## src/rtl/addsub_seq_ctrl.sv

```systemverilog
// Sequential wide signed add/subtract built from one 4-bit slice.
// It processes one nibble per clock, LSB first, and keeps the ripple carry in a register between nibbles.
module addsub_seq_ctrl #(
  parameter  int NIBBLES = 4,
  localparam int W       = 4 * NIBBLES,
  localparam int IW      = $clog2(NIBBLES)
) (
  input  logic                clk,
  input  logic                rst_n,
  input  logic                in_valid,
  output logic                in_ready,
  input  logic                op,
  input  logic signed [W-1:0] a,
  input  logic signed [W-1:0] b,
  output logic                out_valid,
  input  logic                out_ready,
  output logic signed [W-1:0] result,
  output logic                c_out,
  output logic                ovf,
  output logic                busy
);

  typedef enum logic [1:0] {
    IDLE = 2'd0,
    RUN  = 2'd1,
    DONE = 2'd2
  } state_t;

  state_t                state_q, state_d;
  logic [IW-1:0]         idx_q, idx_d;
  logic                  carry_q, carry_d;
  logic                  op_q, op_d;
  logic signed [W-1:0]   a_q, a_d;
  logic signed [W-1:0]   b_q, b_d;
  logic signed [W-1:0]   result_q, result_d;
  logic                  c_out_q, c_out_d;
  logic                  ovf_q, ovf_d;

  logic [3:0]            nib_a;
  logic [3:0]            nib_b;
  logic [4:0]            slice;
  logic                  last;

  // The single 4-bit slice works on the nibble selected by idx.
  always_comb begin
    nib_a = a_q[{idx_q, 2'b00} +: 4];
    nib_b = b_q[{idx_q, 2'b00} +: 4] ^ {4{op_q}};
    slice = {1'b0, nib_a} + {1'b0, nib_b} + {4'b0000, carry_q};
    last  = (idx_q == IW'(NIBBLES - 1));
  end

  always_comb begin
    state_d  = state_q;
    idx_d    = idx_q;
    carry_d  = carry_q;
    op_d     = op_q;
    a_d      = a_q;
    b_d      = b_q;
    result_d = result_q;
    c_out_d  = c_out_q;
    ovf_d    = ovf_q;
    unique case (state_q)
      IDLE: begin
        if (in_valid) begin
          a_d      = a;
          b_d      = b;
          op_d     = op;
          // Subtracting means adding ~b + 1, so the +1 goes in as the first carry-in.
          carry_d  = op;
          idx_d    = '0;
          result_d = '0;
          state_d  = RUN;
        end
      end
      RUN: begin
        result_d[{idx_q, 2'b00} +: 4] = slice[3:0];
        carry_d = slice[4];
        if (last) begin
          idx_d   = '0;
          c_out_d = slice[4];
          ovf_d   = (a_q[W-1] == (b_q[W-1] ^ op_q)) & (slice[3] != a_q[W-1]);
          state_d = DONE;
        end else begin
          idx_d = idx_q + 1'b1;
        end
      end
      DONE: begin
        if (out_ready) begin
          state_d = IDLE;
        end
      end
      default: state_d = IDLE;
    endcase
  end

  always_ff @(posedge clk) begin
    if (!rst_n) begin
      state_q  <= IDLE;
      idx_q    <= '0;
      carry_q  <= 1'b0;
      op_q     <= 1'b0;
      result_q <= '0;
      c_out_q  <= 1'b0;
      ovf_q    <= 1'b0;
    end else begin
      state_q  <= state_d;
      idx_q    <= idx_d;
      carry_q  <= carry_d;
      op_q     <= op_d;
      result_q <= result_d;
      c_out_q  <= c_out_d;
      ovf_q    <= ovf_d;
    end
  end

  // The operand latches are only read in RUN, so they need no reset.
  always_ff @(posedge clk) begin
    a_q <= a_d;
    b_q <= b_d;
  end

  assign in_ready  = (state_q == IDLE);
  assign out_valid = (state_q == DONE);
  assign busy      = (state_q == RUN) || (state_q == DONE);
  assign result    = result_q;
  assign c_out     = c_out_q;
  assign ovf       = ovf_q;

endmodule

```

## config.mk

```make
export PLATFORM = sky130hd
export DESIGN_NAME = addsub_seq_ctrl
export DESIGN_NICKNAME = d
export VERILOG_FILES = /design/src/rtl/addsub_seq_ctrl.sv
export SDC_FILE = /design/constraint.sdc
export NUM_CORES = 1
export LEC_CHECK = 0
export CAP_MARGIN = 15
export CORE_ASPECT_RATIO = 2
export CORE_MARGIN = 1.5
export CORE_UTILIZATION = 45
export CTS_CLUSTER_DIAMETER = 60
export DETAILED_ROUTE_END_ITERATION = 8
export PLACE_DENSITY_LB_ADDON = 0.3
export SLEW_MARGIN = 20
export SYNTH_ARGS = -nofsm -noshare
export SYNTH_HDL_FRONTEND = slang
export SYNTH_SLANG_ARGS = --single-unit
```

## constraint.sdc

```tcl
create_clock -name clk -period 2.74 [get_ports clk]
set_input_delay 0.274 -clock clk [delete_from_list [all_inputs] [get_ports clk]]
set_output_delay 0.274 -clock clk [all_outputs]
set_load 0.005 [all_outputs]
```

==> impl_metrics.env <==
export IMPL_drtIter0Drc=40
export IMPL_synth_edff_count=32
export IMPL_timing_final_max_slew_violations=0
export IMPL_grt_antenna_before_repair=0
export IMPL_num_nets_final=309
export IMPL_cts_htree_levels=2
export IMPL_initial_utilization=0.467
export IMPL_first_global_vias=1614
export IMPL_finalCriticalPeriod_ns=2.67
export IMPL_worstSetupEndpointType="flop"
export IMPL_post_route_period_util=0.974
export IMPL_synth_top_cells_by_count="edfxtp_1, dfxtp_1, and2_1, inv_1"
export IMPL_synthToLayoutAreaGrowth_pct=32.9
export IMPL_crit_path_start_kind="flop"
export IMPL_utilization=0.621
export IMPL_path_max_fanout=9
export IMPL_worst_max_slew_pin_slew_ns=0.755
export IMPL_num_io_pins=58
export IMPL_drive_above_1_share=0.157
export IMPL_cts_clk_slew_worst_paths_ns=0.10
export IMPL_leakage_nw=1.25
export IMPL_yosysUniqueCellTypes=44
export IMPL_insertedDiodeCount=0
export IMPL_fp_dieArea_mm2=0.00617
export IMPL_numClockSinks=56
export IMPL_maximum_number_of_pins_on_one_net_before_global_route_repair=34
export IMPL_synthMostInstantiatedCell="edfxtp_1"
export IMPL_status="completed"
export IMPL_synth_area_mm2=0.00255
export IMPL_final_hold_violation_count=0
export IMPL_synth_nets=240
export IMPL_critPathRequiredTime_ns=2.96
export IMPL_timing_fmax_mhz=375
export IMPL_vias=1738
export IMPL_max_cap_violations=0
export IMPL_design_core_area_mm2=0.00547
export IMPL_timing_worst_setup_path_type="flop to flop"
export IMPL_dieHeight_um=110
export IMPL_numPlacedInstances=309
export IMPL_yosysTopAreaCell="edfxtp_1"
export IMPL_io_buffers=57
export IMPL_cts_root_buffer_cell="clkbuf_8"
export IMPL_max_slew_margin_rel=0.495
export IMPL_grt_remaining_overflow=0
export IMPL_hpwlAfterDp_mm=3.67
export IMPL_clock_skew_ns=0.0114
export IMPL_finalSetupViolCount=0
export IMPL_global_route_usage_over_all_layers=0.167
export IMPL_final_antenna_net_count=0
export IMPL_finish_cell_count_without_fillers=321
export IMPL_vdd_ir_drop_max_uv=576
export IMPL_routabilityCongestion=0.768
export IMPL_clk_latency_ns=0.32
export IMPL_cp_arrival_ns=2.88
export IMPL_numCtsBuffers=5
export IMPL_yosys_most_used_dff="edfxtp_1"
export IMPL_post_synth_main_area_contributors="edfxtp_1, dfxtp_1, mux4_2"
export IMPL_syn_inst=191
export IMPL_detail_route_drc_violations=0
export IMPL_drt_pre_antenna_iters=4
export IMPL_synth_async_sr_flop_share=0
export IMPL_mean_cell_area_of_the_mapped_netlist_um2=13.4
export IMPL_max_clock_path_buffers=2
export IMPL_hp_class="flop to flop"
export IMPL_pwrdens_mw_per_mm2=552
export IMPL_placement_rows=38
export IMPL_synth_seq_area_share=0.564
export IMPL_grt_pass1_wl_mm=7.72
export IMPL_routed_wirelength_mm=4.82
export IMPL_synth_yosys_warnings=0
export IMPL_tritoncts="built"
export IMPL_synth_top_area_share=0.376
export IMPL_viasPerCell=5.41
export IMPL_synth_seq_cells=56
export IMPL_dieWidth_um=56.3
export IMPL_route_detailed_wl_per_inst_um=15.0
path summary, 6_finish.rpt:
| check | endpoint | from | depth (start not counted) | slack, ns |
|---|---|---|---|---|
| setup reg to reg | result[9]$_SDFFE_PN0P_ | idx_q[0]$_SDFFE_PN0P_ | 8 | 0.07 |
| hold reg to reg | result[7]$_SDFFE_PN0P_ | result[7]$_SDFFE_PN0P_ | 2 | 0.46 |
| setup / recovery | result[9]$_SDFFE_PN0P_ | idx_q[0]$_SDFFE_PN0P_ | 8 | 0.07 |
| hold / removal | result[7]$_SDFFE_PN0P_ | result[7]$_SDFFE_PN0P_ | 2 | 0.46 |
metal layers:
metal  vias to the layer above  track usage  wire, um
met1                       839        0.172      1790
met3                         5       0.0353       210
met5                         -            0         0
met2                        56        0.324      2740
met4                         0       0.0612        79
li1                        838            -         -
metrics by stage:
step / hold slack [ns] / area, um^2 / TNS (ns) / total power (W) / setup WS (ns)
2_1_floorplan: 0.373 / 2560 / 0 / 0.00120 / 0.00137
3_3_place_gp: 0.444 / 3230 / 0 / 0.00132 / 0.0506
3_5_place_dp: 0.450 / 3230 / -0.00628 / 0.00133 / -0.00628
4_1_cts: 0.465 / 3350 / 0 / 0.00187 / 0.00250
5_1_grt: 0.485 / 3400 / -0.0165 / 0.00196 / -0.0115
6_report: 0.460 / 3400 / 0 / 0.00188 / 0.0722
layout by cell type (no fill, tap or decap), drive strengths merged, types with 6 or more instances in the layout:
cell	synthesis	routed
nand2b	6	6
o21ai	7	7
inv	11	12
buf	5	12
dfxtp	24	24
and2	11	11
clkdlybuf4s50	0	57
edfxtp	32	32
mux4	8	8
nand2	10	10
ha	10	10
nor2b	10	10
o2bb2ai	6	6
power breakdown:
part           switching (W)  total (W)  internal (W)
Sequential         0.0000181   0.000958      0.000940
Combinational       0.000181   0.000371      0.000190
Clock               0.000271   0.000547      0.000275
worst max-delay path, cell delays in order (launching register included):
cell and delay [ns]:
dfxtp_2 0.36, buf_12 0.13, mux4_2 0.53, xnor2_2 0.17, fa_2 0.42, fa_2 0.56, inv_1 0.06, a22o_1 0.19
and2_1 0.14
sequential cells by signal (all words and copies together) (netlist names):
| signal | flops |
|---|---|
| carry_q | 1 |
| a_q | 16 |
| idx_q | 2 |
| op_q | 1 |
| state_q | 2 |
| result | 16 |
| ovf | 1 |
| c_out | 1 |
| b_q | 16 |
layout make-up:
type                            instances  area [um^2]
Clock buffer                            5         68.8
Clock inverter                          3         46.3
Tap cell                               60         75.1
Fill cell                             422         2070
Multi-Input combinational cell        117         1050
Inverter                               11         41.3
Sequential cell                        56         1440
Timing Repair Buffer                   69          673
cells by family after synthesis:
| group | count (synthesis) | share of synthesized area |
|---|---|---|
| XOR/XNOR | 7 | 0.0240 |
| buffers and inverters | 18 | 0.0323 |
| AND/OR/NAND/NOR | 55 | 0.139 |
| flip-flops | 56 | 0.564 |
| adder cells (fa/ha/maj) | 12 | 0.0646 |
| AO/OA/AOI/OAI | 32 | 0.0931 |
| multiplexers | 11 | 0.0828 |
timing repair:
action | 4_1_cts | 5_1_grt
hold buffers | 0 | 0
setup endpoints to repair | 1 | 6
buffers inserted | 0 | 4
pin swaps | 0 | 2
gates resized for setup | 1 | 5
endpoints found under the hold margin | 0 | 0
No activity file was read; power rests on OpenSTA's default activity.
